===== config.mk =====
export PLATFORM = sky130hd
export DESIGN_NAME = uart_tx_framed
export DESIGN_NICKNAME = d
export VERILOG_FILES = /design/src/rtl/uart_pkg.sv /design/src/rtl/uart_sync_fifo.sv /design/src/rtl/uart_tx_framed.sv
export SDC_FILE = /design/constraint.sdc
export NUM_CORES = 1
export LEC_CHECK = 0
export ABC_AREA = 1
export BUFFER_PORTS_ARGS = -buffer_cell sky130_fd_sc_hd__buf_4
export CAP_MARGIN = 20
export CORE_MARGIN = 3
export CORE_UTILIZATION = 35
export DETAILED_ROUTE_END_ITERATION = 10
export PLACE_DENSITY = 0.5
export SLEW_MARGIN = 20
export SYNTH_ARGS = -nofsm -noshare
export SYNTH_HDL_FRONTEND = slang
export SYNTH_SLANG_ARGS = --single-unit

===== constraint.sdc =====
create_clock -name clock -period 3.3 [get_ports clock]
set_input_delay 0.165 -clock clock [delete_from_list [all_inputs] [get_ports clock]]
set_output_delay 0.165 -clock clock [all_outputs]
set_load 0.1 [all_outputs]

===== src/rtl/uart_pkg.sv =====
// Shared types and width helpers for the framed UART transmitter.
package uart_pkg;

    // Per-frame parity selection; the unused code 2'b11 behaves like PAR_NONE.
    typedef enum logic [1:0] {
        PAR_NONE = 2'b00,
        PAR_EVEN = 2'b01,
        PAR_ODD  = 2'b10
    } parity_e;

    // Framing FSM states, in the order they appear on the line.
    typedef enum logic [2:0] {
        ST_IDLE   = 3'd0,
        ST_START  = 3'd1,
        ST_DATA   = 3'd2,
        ST_PARITY = 3'd3,
        ST_STOP   = 3'd4
    } tx_state_e;

    // Bits needed to index n distinct values, never narrower than one bit.
    function automatic int clog2_min1(input int n);
        return (n <= 2) ? 1 : $clog2(n);
    endfunction

endpackage


===== src/rtl/uart_sync_fifo.sv =====
// Synchronous FIFO with power-of-2 depth. Pointers wrap naturally; the
// level counter carries one extra bit so full and empty are distinct.
module uart_sync_fifo
    import uart_pkg::*;
#(
    parameter int WIDTH = 8,
    parameter int DEPTH = 16
) (
    input  logic                     clock,
    input  logic                     reset_n,
    input  logic                     push,
    input  logic                     pop,
    input  logic [WIDTH-1:0]         din,
    output logic [WIDTH-1:0]         dout,
    output logic [$clog2(DEPTH):0]   level,
    output logic                     full,
    output logic                     empty
);

    localparam int AW = clog2_min1(DEPTH);
    localparam int LW = AW + 1;

    logic [WIDTH-1:0] mem_q [DEPTH];
    logic [AW-1:0]    wr_ptr_q, wr_ptr_d;
    logic [AW-1:0]    rd_ptr_q, rd_ptr_d;
    logic [LW-1:0]    level_q, level_d;
    logic             do_push, do_pop;

    assign full    = (level_q == LW'(DEPTH));
    assign empty   = (level_q == '0);
    // A push into a full FIFO is dropped even when a pop happens the same cycle.
    assign do_push = push && !full;
    assign do_pop  = pop && !empty;
    assign dout    = mem_q[rd_ptr_q];
    assign level   = level_q;

    // Next pointer and occupancy values.
    always_comb begin
        // NOTE: every always_comb output gets a default first so no path leaves it unassigned (no latch).
        wr_ptr_d = wr_ptr_q;
        rd_ptr_d = rd_ptr_q;
        level_d  = level_q;
        if (do_push) wr_ptr_d = wr_ptr_q + 1'b1;
        if (do_pop)  rd_ptr_d = rd_ptr_q + 1'b1;
        if (do_push && !do_pop)      level_d = level_q + 1'b1;
        else if (!do_push && do_pop) level_d = level_q - 1'b1;
    end

    // Storage array write port.
    // NOTE: the array is deliberately not reset; pointers and level define validity, and a reset would block RAM inference.
    always_ff @(posedge clock) begin
        if (do_push) mem_q[wr_ptr_q] <= din;
    end

    // Pointer and level registers.
    always_ff @(posedge clock or negedge reset_n) begin
        // NOTE: sequential state uses non-blocking assignments so every flop samples pre-edge values.
        if (!reset_n) begin
            wr_ptr_q <= '0;
            rd_ptr_q <= '0;
            level_q  <= '0;
        end else begin
            wr_ptr_q <= wr_ptr_d;
            rd_ptr_q <= rd_ptr_d;
            level_q  <= level_d;
        end
    end

endmodule


===== src/rtl/uart_tx_framed.sv =====
// Framed UART transmitter: FIFO-buffered words serialised LSB-first with
// per-frame parity and stop-bit count latched when the word is popped.
module uart_tx_framed
    import uart_pkg::*;
#(
    parameter int CLKS_PER_BIT = 139,
    parameter int WORDBITS     = 8,
    parameter int FIFO_DEPTH   = 16
) (
    input  logic                          clock,
    input  logic                          reset_n,
    input  logic [WORDBITS-1:0]           tx_data,
    input  logic                          tx_valid,
    output logic                          tx_ready,
    input  logic [1:0]                    parity_mode,
    input  logic                          two_stop,
    output logic                          tx_out,
    output logic                          busy,
    output logic [$clog2(FIFO_DEPTH):0]   fifo_level
);

    localparam int TW = clog2_min1(CLKS_PER_BIT);
    localparam int BW = clog2_min1(WORDBITS + 1);

    tx_state_e           state_q, state_d;
    logic [TW-1:0]       timer_q, timer_d;
    logic [BW-1:0]       bit_cnt_q, bit_cnt_d;
    logic [WORDBITS-1:0] shift_q, shift_d;
    logic                par_en_q, par_en_d;
    logic                par_bit_q, par_bit_d;
    logic                stop2_q, stop2_d;
    logic                tx_out_q, tx_out_d;
    logic                rdy_en_q;

    logic                fifo_pop;
    logic                fifo_full, fifo_empty;
    logic [WORDBITS-1:0] fifo_dout;
    logic                bit_end;

    uart_sync_fifo #(
        .WIDTH (WORDBITS),
        .DEPTH (FIFO_DEPTH)
    ) u_fifo (
        .clock   (clock),
        .reset_n (reset_n),
        .push    (tx_valid && tx_ready),
        .pop     (fifo_pop),
        .din     (tx_data),
        .dout    (fifo_dout),
        .level   (fifo_level),
        .full    (fifo_full),
        .empty   (fifo_empty)
    );

    // Ready depends only on registered state: held low until the first edge after reset.
    assign tx_ready = rdy_en_q && !fifo_full;
    assign busy     = (state_q != ST_IDLE) || !fifo_empty;
    assign tx_out   = tx_out_q;
    assign bit_end  = (timer_q == TW'(CLKS_PER_BIT - 1));

    // Framing FSM next state; tx_out_d is the line level for the current state.
    always_comb begin
        state_d   = state_q;
        timer_d   = timer_q;
        bit_cnt_d = bit_cnt_q;
        shift_d   = shift_q;
        par_en_d  = par_en_q;
        par_bit_d = par_bit_q;
        stop2_d   = stop2_q;
        tx_out_d  = 1'b1;
        fifo_pop  = 1'b0;

        if (state_q != ST_IDLE) timer_d = bit_end ? '0 : timer_q + 1'b1;

        unique case (state_q)
            ST_IDLE: begin
                if (!fifo_empty) begin
                    // Frame configuration is captured here and frozen for the whole frame.
                    fifo_pop  = 1'b1;
                    shift_d   = fifo_dout;
                    par_en_d  = (parity_mode == PAR_EVEN) || (parity_mode == PAR_ODD);
                    par_bit_d = (^fifo_dout) ^ (parity_mode == PAR_ODD);
                    stop2_d   = two_stop;
                    timer_d   = '0;
                    bit_cnt_d = '0;
                    state_d   = ST_START;
                end
            end
            ST_START: begin
                tx_out_d = 1'b0;
                if (bit_end) state_d = ST_DATA;
            end
            ST_DATA: begin
                tx_out_d = shift_q[0];
                if (bit_end) begin
                    shift_d = shift_q >> 1;
                    if (bit_cnt_q == BW'(WORDBITS - 1)) begin
                        bit_cnt_d = '0;
                        state_d   = par_en_q ? ST_PARITY : ST_STOP;
                    end else begin
                        bit_cnt_d = bit_cnt_q + 1'b1;
                    end
                end
            end
            ST_PARITY: begin
                tx_out_d = par_bit_q;
                if (bit_end) state_d = ST_STOP;
            end
            ST_STOP: begin
                tx_out_d = 1'b1;
                if (bit_end) begin
                    // bit_cnt_q counts the stop bits already sent.
                    if (stop2_q && (bit_cnt_q == '0)) begin
                        bit_cnt_d = BW'(1);
                    end else begin
                        bit_cnt_d = '0;
                        state_d   = ST_IDLE;
                    end
                end
            end
            default: state_d = ST_IDLE;
        endcase
    end

    // FSM, datapath and registered line output; reset forces the line idle at once.
    always_ff @(posedge clock or negedge reset_n) begin
        if (!reset_n) begin
            state_q   <= ST_IDLE;
            timer_q   <= '0;
            bit_cnt_q <= '0;
            shift_q   <= '0;
            par_en_q  <= 1'b0;
            par_bit_q <= 1'b0;
            stop2_q   <= 1'b0;
            tx_out_q  <= 1'b1;
            rdy_en_q  <= 1'b0;
        end else begin
            state_q   <= state_d;
            timer_q   <= timer_d;
            bit_cnt_q <= bit_cnt_d;
            shift_q   <= shift_d;
            par_en_q  <= par_en_d;
            par_bit_q <= par_bit_d;
            stop2_q   <= stop2_d;
            tx_out_q  <= tx_out_d;
            rdy_en_q  <= 1'b1;
        end
    end

endmodule


# After elaboration in Yosys (flattened, before gate mapping)
# Memory sizes are Yosys's and may differ from the RTL's.
# Index checks and enable logic that the tools add are counted.
dict set report totals {
  register_bits 41
  mem_bits_rw 128
  inputBits 14
  out_inout_bits 8
  word_cells 91
  mem_count 1
}
# name words width read_ports rd_clocked_by_memory_dff write_ports line
set memory_table {}
lappend memory_table {u_fifo.mem_q 16 8 1 0 1 uart_sync_fifo.sv:23} ;# logic [WIDTH-1:0] mem_q [DEPTH];
dict set report classes {
  add_sub_neg 6
  eq_ne 16
  mux 29
  bitwise_logic 2
  reduce_logical 25
}
# cell count
set ops {}
lappend ops {{$mux W8} 6}
lappend ops {{$mux W3} 8}
lappend ops {{$mux W4} 4}
lappend ops {{$pmux W8 S2} 1}
lappend ops {{$pmux W3 S5} 1}
lappend ops {{$ne A2 B2 Y1 const B} 7}
lappend ops {{$add A4 B1 Y4 const B} 3}
lappend ops {{$pmux W4 S3} 1}
lappend ops {{$mux W5} 2}
lappend ops {{$add A8 B1 Y8 const B} 1}
lappend ops {{$eq A8 B8 Y1 const B} 1}
lappend ops {{$reduce_xor A8 Y1} 1}
lappend ops {{$logic_and A1 B1 Y1} 7}
lappend ops {{$reduce_and A7 Y1} 1}
lappend ops {{$eq A3 B2 Y1 const B} 2}
lappend ops {{$reduce_bool A3 Y1} 2}
lappend ops {{$add A5 B1 Y5 const B} 1}
lappend ops {{$eq A5 B5 Y1 const B} 1}
lappend ops {{$logic_not A5 Y1} 1}
lappend ops {{$mux W1} 5}
lappend ops {{$sub A5 B1 Y5 const B} 1}
lappend ops {{$eq A4 B3 Y1 const B} 1}
lappend ops {{$logic_not A1 Y1} 4}
lappend ops {{$logic_not A4 Y1} 1}
lappend ops {{13 further kinds} 15}

# Depth between registers and ports, before layout
# Gate-level depths: netlist of the first run.
dict set report depth {
  depth_word 9
  depth_mapped 17
}

# Hierarchy
# From an unflattened synthesis of the first run, not the netlist that was laid out.
dict set report hier_totals {
  cells_unflattened 856
  area_unflattened_um2 7997.7
}
# mod n_inst cells_per_inst area_each_um2 seq_area_each_um2
set by_module_without_submodules {}
lappend by_module_without_submodules {uart_sync_fifo 1 620 6243.5 4169.0}
lappend by_module_without_submodules {uart_tx_framed 1 236 1754.2 701.9}

# Worst setup path after synthesis of the first run
# Ideal clock, no wire load.
dict set report synth_timing {
  path_kind {flip-flop to flip-flop}
  startpoint {register u_fifo.level_q[0] (netlist: u_fifo.level[0])}
  endpoint {register u_fifo.level_q[4] (netlist: u_fifo.level[4])}
  setup_ps 163
  arrival_ps 3531
  t_required_ps 3137
  path_slack_ps -394
  stages_incl_launch_ff 17
  path_buffers 0
  path_cell_list {dfrtp_1 inv_1 nand3_1 o21ai_0 inv_1 nand2_1 clkinv_1 ha_1 inv_1 ha_1 nand2_1 nor2_1 a211oi_1 nand2_1 nand2_1 nor2_1 xor2_1}
}
dict set report synth_via {
  elab_chain_len 8
}
# element line
set synth_lines {}
lappend synth_lines {{start, declared} uart_sync_fifo.sv:26} ;# logic [LW-1:0] level_q, level_d;
lappend synth_lines {{start signal, assigned} uart_sync_fifo.sv:65} ;# level_q <= level_d;
lappend synth_lines {{$eq A5 B5 Y1 (*)} uart_sync_fifo.sv:29} ;# assign full = (level_q == LW'(DEPTH));
lappend synth_lines {{$logic_not A1 Y1 (*)} uart_tx_framed.sv:56} ;# assign tx_ready = rdy_en_q && !fifo_full;
lappend synth_lines {{$logic_and A1 B1 Y1 (*)} uart_tx_framed.sv:56}
lappend synth_lines {{net tx_ready} uart_tx_framed.sv:14} ;# output logic tx_ready,
lappend synth_lines {{$logic_and A1 B1 Y1 (*)} uart_tx_framed.sv:46} ;# .push (tx_valid && tx_ready),
lappend synth_lines {{$logic_and A1 B1 Y1 (*)} uart_sync_fifo.sv:32} ;# assign do_push = push && !full;
lappend synth_lines {{net u_fifo.do_push} uart_sync_fifo.sv:27} ;# logic do_push, do_pop;
lappend synth_lines {{$logic_not A1 Y1} uart_sync_fifo.sv:46} ;# else if (!do_push && do_pop) level_d = level_q - 1'b1;
lappend synth_lines {{$logic_and A1 B1 Y1} uart_sync_fifo.sv:46}
lappend synth_lines {{$reduce_bool A2 Y1 (no source line)} --}
# Mark *: on every way through the listed nets, which the timed path passes. The rest lies on a longest branch. The select of a mux whose other input is x is not followed.
# A chain may end at the register's enable or synchronous reset.

# Worst setup path after layout of the first run
dict set report layout_timing {
  startpoint {register u_fifo.level_q[3] (netlist: u_fifo.level[3])}
  endpoint {register u_fifo.level_q[4] (netlist: u_fifo.level[4])}
}
dict set report layout_via {
  elab_chain_len 8
}
# element line
set layout_lines {}
lappend layout_lines {{$eq A5 B5 Y1 (*)} uart_sync_fifo.sv:29}
lappend layout_lines {{$logic_not A1 Y1 (*)} {uart_sync_fifo.sv:32, uart_tx_framed.sv:56}}
lappend layout_lines {{$logic_and A1 B1 Y1} uart_tx_framed.sv:56}
lappend layout_lines {{$logic_and A1 B1 Y1} uart_tx_framed.sv:46}
lappend layout_lines {{$logic_and A1 B1 Y1 (*)} uart_sync_fifo.sv:32}
lappend layout_lines {{net u_fifo.do_push} uart_sync_fifo.sv:27}
lappend layout_lines {{$logic_not A1 Y1} uart_sync_fifo.sv:46}
lappend layout_lines {{$logic_and A1 B1 Y1} uart_sync_fifo.sv:46}
lappend layout_lines {{$reduce_bool A2 Y1 (no source line)} --}
# Marks and branches as above.

==> results of run 1 <==
-- cell families after synthesis --
| kind of cell | count (synthesis) | share of synthesized area (%) |
|---|---|---|
| simple gates | 408 | 21.8 |
| flops | 169 | 63.3 |
| buf+inv | 129 | 6.98 |
| compound gates | 50 | 3.71 |
| fa+ha+maj | 16 | 2.70 |
| xor+xnor | 13 | 1.48 |
| other cells | 1 | 0.0488 |
-- state kept, by name (all words and copies together), names as in the netlist, 3 cells and up --
| name | count |
|---|---|
| u_fifo.rd_ptr_q | 4 |
| u_fifo.wr_ptr_q | 4 |
| shift_q | 8 |
| bit_cnt_q | 4 |
| u_fifo.mem_q | 128 |
| state_q | 3 |
| u_fifo.level | 5 |
| timer_q | 8 |
-- layout make-up --
class                   count  area [um2]
fillers                  2081       12600
clock inverters            14         154
repair buffers             32         245
inverters                 104         390
multi-input cells         488        2280
clock buffers              18         429
flip-flops and latches    169        4880
well taps                 275         344
-- final timing paths --
| kind | end | slack, ns | cells past startpoint |
|---|---|---|---|
| max | u_fifo.level[4] | 0.59 | 16 |
| min | par_en_q | 0.04 | 3 |
| max reg2reg | u_fifo.level[4] | 0.59 | 16 |
| min reg2reg | par_bit_q | 0.48 | 2 |
| max in group asynchronous | u_fifo.level[0] | 2.61 | 2 |
| min in group asynchronous | timer_q[7] | 0.26 | 2 |
-- worst max-delay path: stages (launching register included) --
cell and delay (ns):
dfrtp_2 0.43, nor2_1 0.13, nand3_1 0.11, o21ai_0 0.21
inv_2 0.06, nand2_1 0.09, clkinv_1 0.19, ha_1 0.30
inv_1 0.13, ha_1 0.28, nand2_1 0.07, nor2_1 0.04
a211oi_1 0.23, nand2_1 0.08, nand2_1 0.06, nor2_1 0.04
xor2_1 0.13
-- placed cells by master (no fill, tap or decap), types with 2 or more instances in the layout --
cell type	Yosys	routed
dfrtp_1	40	34
inv_1	98	97
o21ai_1	4	4
clkinv_4	0	2
a31oi_1	8	8
inv_6	0	4
clkinv_8	0	3
nand3_1	89	89
inv_2	3	4
dlygate4sd3_1	0	2
inv_8	0	4
edfxtp_1	128	128
nand4_1	4	4
buf_4	3	30
nand2_1	243	243
nor3_1	5	5
o22ai_1	7	7
clkinv_1	3	3
clkbuf_16	0	17
a22oi_1	2	2
xnor2_1	2	2
o21ai_0	21	21
dfrtp_2	0	6
ha_1	15	15
nor2_1	62	62
a21oi_1	4	4
xor2_1	11	11
-- stage by stage --
stage                     utilization [%]  instances  worst slack, ns
after floorplan                         -        786            0.229
after global placement               38.2       1066            0.630
after detailed placement             38.2       1066            0.612
after CTS                            41.0       1100            0.588
after global routing                 41.0       1100            0.252
final                                41.0       1100            0.589
-- cells in the mapped netlist (2+ instances only) --
master,instances,area share [%]
clkbuf_1,4,0.20
o22ai_1,7,0.57
nand4_1,4,0.33
buf_2,15,0.98
a31oi_1,8,0.65
inv_1,98,4.8
xor2_1,11,1.3
nand2_1,243,12
ha_1,15,2.4
o21ai_0,21,1.4
a22oi_1,2,0.20
xnor2_1,2,0.23
o21ai_1,4,0.26
buf_6,3,0.44
inv_2,3,0.15
nor3_1,5,0.33
clkinv_1,3,0.15
nand3_1,89,5.8
dfrtp_1,40,13
buf_4,3,0.29
a21oi_1,4,0.26
nor2_1,62,3.0
edfxtp_1,128,50
-- where the power goes --
| part | total (mW) | internal [mW] | switching, mW | leakage (nW) |
|---|---|---|---|---|
| registers | 2.51 | 2.43 | 0.0792 | 1.65 |
| logic | 0.744 | 0.192 | 0.552 | 1.79 |
| clock network | 1.96 | 1.01 | 0.945 | 0.282 |
-- per-layer routing --
| metal | vias to the layer above | track usage, % | routed length, um |
|---|---|---|---|
| li1 | 2633 | - | - |
| met1 | 2393 | 21.3 | 8250 |
| met3 | 14 | 3.75 | 783 |
| met2 | 102 | 24.6 | 8250 |
| met4 | 0 | 3.62 | 145 |
| met5 | - | 0 | 0 |
==> flow_summary.json, run 1 <==
{
  "cts_tree": "yes",
  "core-area_um2": 21300,
  "grt_usage_pct": 15.4,
  "initial_utilization_pct": 36.1,
  "clockRootBuffer": "clkbuf_16",
  "cts_hold_buf": 2,
  "syn_area_um2": 7690,
  "grt_pass1_vias": 4968,
  "placed_cell_area_um2": 8120,
  "path_max_fanout": 8,
  "fp.dieH_um": 154,
  "grt_start_max_net_pins": 58,
  "tns_ns": 0,
  "synth_fp_nets": 816,
  "final_area_um2": 8720,
  "synth_cells": 786,
  "clock_latency_ns": 0.43,
  "cp-end-kind": "register",
  "worst_ir_drop_vdd_mv": 0.304,
  "p_per_area_nw_per_um2": 598,
  "dieArea_um2": 23800,
  "htreeDepth": 4,
  "cts_resized": 0,
  "routabilityCongestion": 0.741,
  "route.detailed.drc": 0,
  "rsz0062_at_grt": "false",
  "vias": 5142,
  "hold_class": "input pin to register",
  "synth-edff-count": 128,
  "area_growth_pct": 13.4,
  "ys_seq_elements": 169,
  "synthFlopType": "edfxtp_1",
  "fin_nets": 842,
  "required_ns": 3.62,
  "clk_path_buf_depth": 2,
  "drt-total-wl_um": 17400,
  "holdWs_ns": 0.0374,
  "die_w_um": 154,
  "ys_warn_count": 0,
  "hpwl_um": 11000,
  "antenna_found_initial": 0,
  "tightest_slew_ns": 0.804,
  "vias_per_cell": 4.67,
  "fin_crit_sh_pct": 82.1,
  "cp-startpoint": "u_fifo.level[3]",
  "clock_sinks": 169,
  "drv_cap": 0,
  "setup_viol": 0,
  "maxSlewViolCount": 0,
  "wl_per_cell_um": 15.8,
  "timing.fmax_ghz": 0.369,
  "cts_buffers": 17,
  "diodes": 0,
  "rows": 53,
  "r2r_start": "u_fifo.level[3]",
  "drt_iter0_drc": 272,
  "drive_above_1_share_pct": 8.97,
  "outcome": "finished clean",
  "path_class": "register to register",
  "io_buffers": 21,
  "ys_seq_area_share_pct": 63.3,
  "period_minus_slack_ns": 2.71,
  "finalClockSkew_ns": 0.0121,
  "hold_start": "parity_mode[1]",
  "ant_nets": 0,
  "syn_area_per_cell_um2": 9.79,
  "cellLeakagePower_nw": 3.72,
  "postCtsSetupRepairBufs": 0,
  "synth_cell_types": 35,
  "grt-ovfl-total": 0,
  "grt_pass1_wl_um": 28200,
  "power_mw": 5.22,
  "start_kind": "register",
  "critPathArrivalTime_ns": 3.03,
  "first_pass_iters": 5,
  "async_flop_share_pct": 24.3,
  "slew_headroom_pct": 46.2,
  "ios": 22,
  "clk_pin_slew_ns": 0.07,
  "hold_viol_final": 0
}
No activity file was read; power rests on OpenSTA's default activity.
==> run 2, diff against run 1 <==
- PLACE_DENSITY: 0.5 -> 0.52
- clock period: 3.3 -> 2.3 ns (I/O delays scaled with it)
==> run 2 against run 1 <==
Net effect:
- the run now ends with setup timing left
- count of clock-buffer cells in the layout shrank 1
- sequential power grew 44%
- utilization grew 2.4 points
- final area grew 5.8%
- setup slack lost 0.60 ns
- flip-flop and latch count is the same
- first-iteration DRC count grew 59%
- critical path depth is the same
- worst hold slack lost 0.032 ns
- power grew 52%
- register-to-register slack lost 0.60 ns
- clock skew shrank 0.0022 ns
- largest cell class unchanged
- largest power group unchanged
==> flow_summary.json, run 2 (synthesized netlist as in run 1, its figures left out) <==
{
  "grt_start_max_net_pins": 42,
  "hpwl_um": 11200,
  "r2r_start": "u_fifo.level[2]",
  "grt_pass1_vias": 5132,
  "setup_ws_ns": -0.0122,
  "cellLeakagePower_nw": 3.91,
  "cp-end-kind": "register",
  "timing.fmax_ghz": 0.432,
  "max_stage_delay_ns": 0.49,
  "wl_per_cell_um": 15.5,
  "cp_top_family": "simple AND/OR/NAND/NOR gates",
  "cts_buffers": 17,
  "critPathArrivalTime_ns": 2.63,
  "grt-ovfl-total": 0,
  "grt_usage_pct": 15.7,
  "worst_ir_drop_vdd_mv": 0.574,
  "vias_per_cell": 4.68,
  "grt_pass1_wl_um": 28800,
  "path_buf_inv": 3,
  "diodes": 0,
  "outcome": "finished with violations",
  "final_cell_mix": "nand2_1 (235), edfxtp_1 (128), inv_1 (94), nand3_1 (87), buf_4 (58)",
  "path_max_fanout": 3,
  "io_buffers": 21,
  "clockRootBuffer": "clkbuf_16",
  "htreeDepth": 4,
  "fin_crit_sh_pct": 101,
  "vias": 5299,
  "regMostFlops": "u_fifo.mem_q",
  "setup_viol": 2,
  "dieArea_um2": 23800,
  "mostFrequentLayoutCell": "nand2_1",
  "first_pass_iters": 5,
  "path_class": "register to register",
  "hold_viol_final": 0,
  "ios": 22,
  "rsz0062_at_grt": "true",
  "routabilityCongestion": 0.810,
  "ant_nets": 0,
  "final_area_um2": 9230,
  "route.detailed.drc": 0,
  "rows": 53,
  "fp.dieH_um": 154,
  "core-area_um2": 21300,
  "clock_sinks": 169,
  "drt_iter0_drc": 432,
  "tightest_slew_ns": 0.749,
  "crit_chain": "nor2_4 > nand3_2 > o21ai_2 > bufinv_8 > nand2_4 > clkinv_4 > ha_4 > inv_4 > ha_4 > nand2_2 > nor2_2 > a211oi_2 > nand2_1 > nand2_1 > nor2_1 > xor2_1",
  "die_w_um": 154,
  "hold_class": "input pin to register",
  "fin_nets": 875,
  "drive_above_1_share_pct": 17.1,
  "antenna_found_initial": 0,
  "largest_reg_flops": 128,
  "clk_path_buf_depth": 2,
  "hold_start": "tx_data[3]",
  "maxSlewViolCount": 0,
  "drv_cap": 0,
  "cts_tree": "yes",
  "start_kind": "register",
  "placed_cell_area_um2": 8410,
  "initial_utilization_pct": 36.1,
  "clock_latency_ns": 0.44,
  "slew_headroom_pct": 49.9,
  "reg2regPathDepth": 16,
  "cp-startpoint": "u_fifo.level[2]",
  "holdPathStages": 1,
  "clk_pin_slew_ns": 0.07,
  "required_ns": 2.62,
  "cpMaxStageDelayCell": "dfrtp_4",
  "reg_top3": "u_fifo.mem_q: 128 flops, shift_q: 8 flops, timer_q: 8 flops",
  "drt-total-wl_um": 17500,
  "period_minus_slack_ns": 2.31,
  "area_growth_pct": 20.0,
  "cp_num_cells": 16,
  "p_per_area_nw_per_um2": 860,
  "tns_ns": -0.0182,
  "violations": "setup timing",
  "finalClockSkew_ns": 0.00982
}
[run 2: repair_timing]
action                                  4_1_cts  5_1_grt
pin swaps                                     8       10
endpoints found under the hold margin        58        0
endpoints found under the setup margin        3       84
buffers inserted                              5        2
hold buffers                                  4        0
gates resized for setup                       8       26
[run 2: report_power, final]
part | switching [mW] | internal, mW
Clock | 1.36 | 1.56
Combinational | 0.930 | 0.487
Sequential | 0.104 | 3.51
Total | 2.39 | 5.55
[run 2: cell type report]
class / instances / area, um2
well taps: 275 / 344
clock buffers: 17 / 425
flip-flops and latches: 169 / 4890
clock inverters: 15 / 184
inverters: 104 / 414
repair buffers: 65 / 527
multi-input cells: 488 / 2450
fillers: 2022 / 12100
[run 2: metrics by stage]
step	setup WS (ns)	utilization, %	power [mW]	instances	hold slack [ns]
2_1_floorplan	-0.231	-	4.50	786	-0.181
3_3_place_gp	-0.00632	39.5	4.91	1090	0.147
3_5_place_dp	-0.0469	39.5	4.92	1090	0.149
4_1_cts	-0.0438	42.9	7.90	1131	0.00201
5_1_grt	-0.197	43.4	8.30	1133	0.00837
6_report	-0.0122	43.4	7.94	1133	0.00542
[run 2: metal layers]
metal / global-route usage (%) / wire length [um] / part of all wire (%) / up-vias
li1: - / - / - / 2691
met1: 22.0 / 8590 / 49 / 2533
met2: 24.5 / 8190 / 47 / 58
met3: 3.30 / 477 / 2.7 / 17
met4: 4.96 / 282 / 1.6 / 0
met5: 0 / 0 / 0 / -
[run 2: worst paths after layout]
check	slack [ns]	endpoint
max	-0.01	u_fifo.level[4]
min	0.005	u_fifo.mem_q[0][3]
max reg2reg	-0.01	u_fifo.level[4]
min reg2reg	0.52	u_fifo.level[4]
max in group asynchronous	1.65	u_fifo.level[0]
min in group asynchronous	0.21	bit_cnt_q[3]
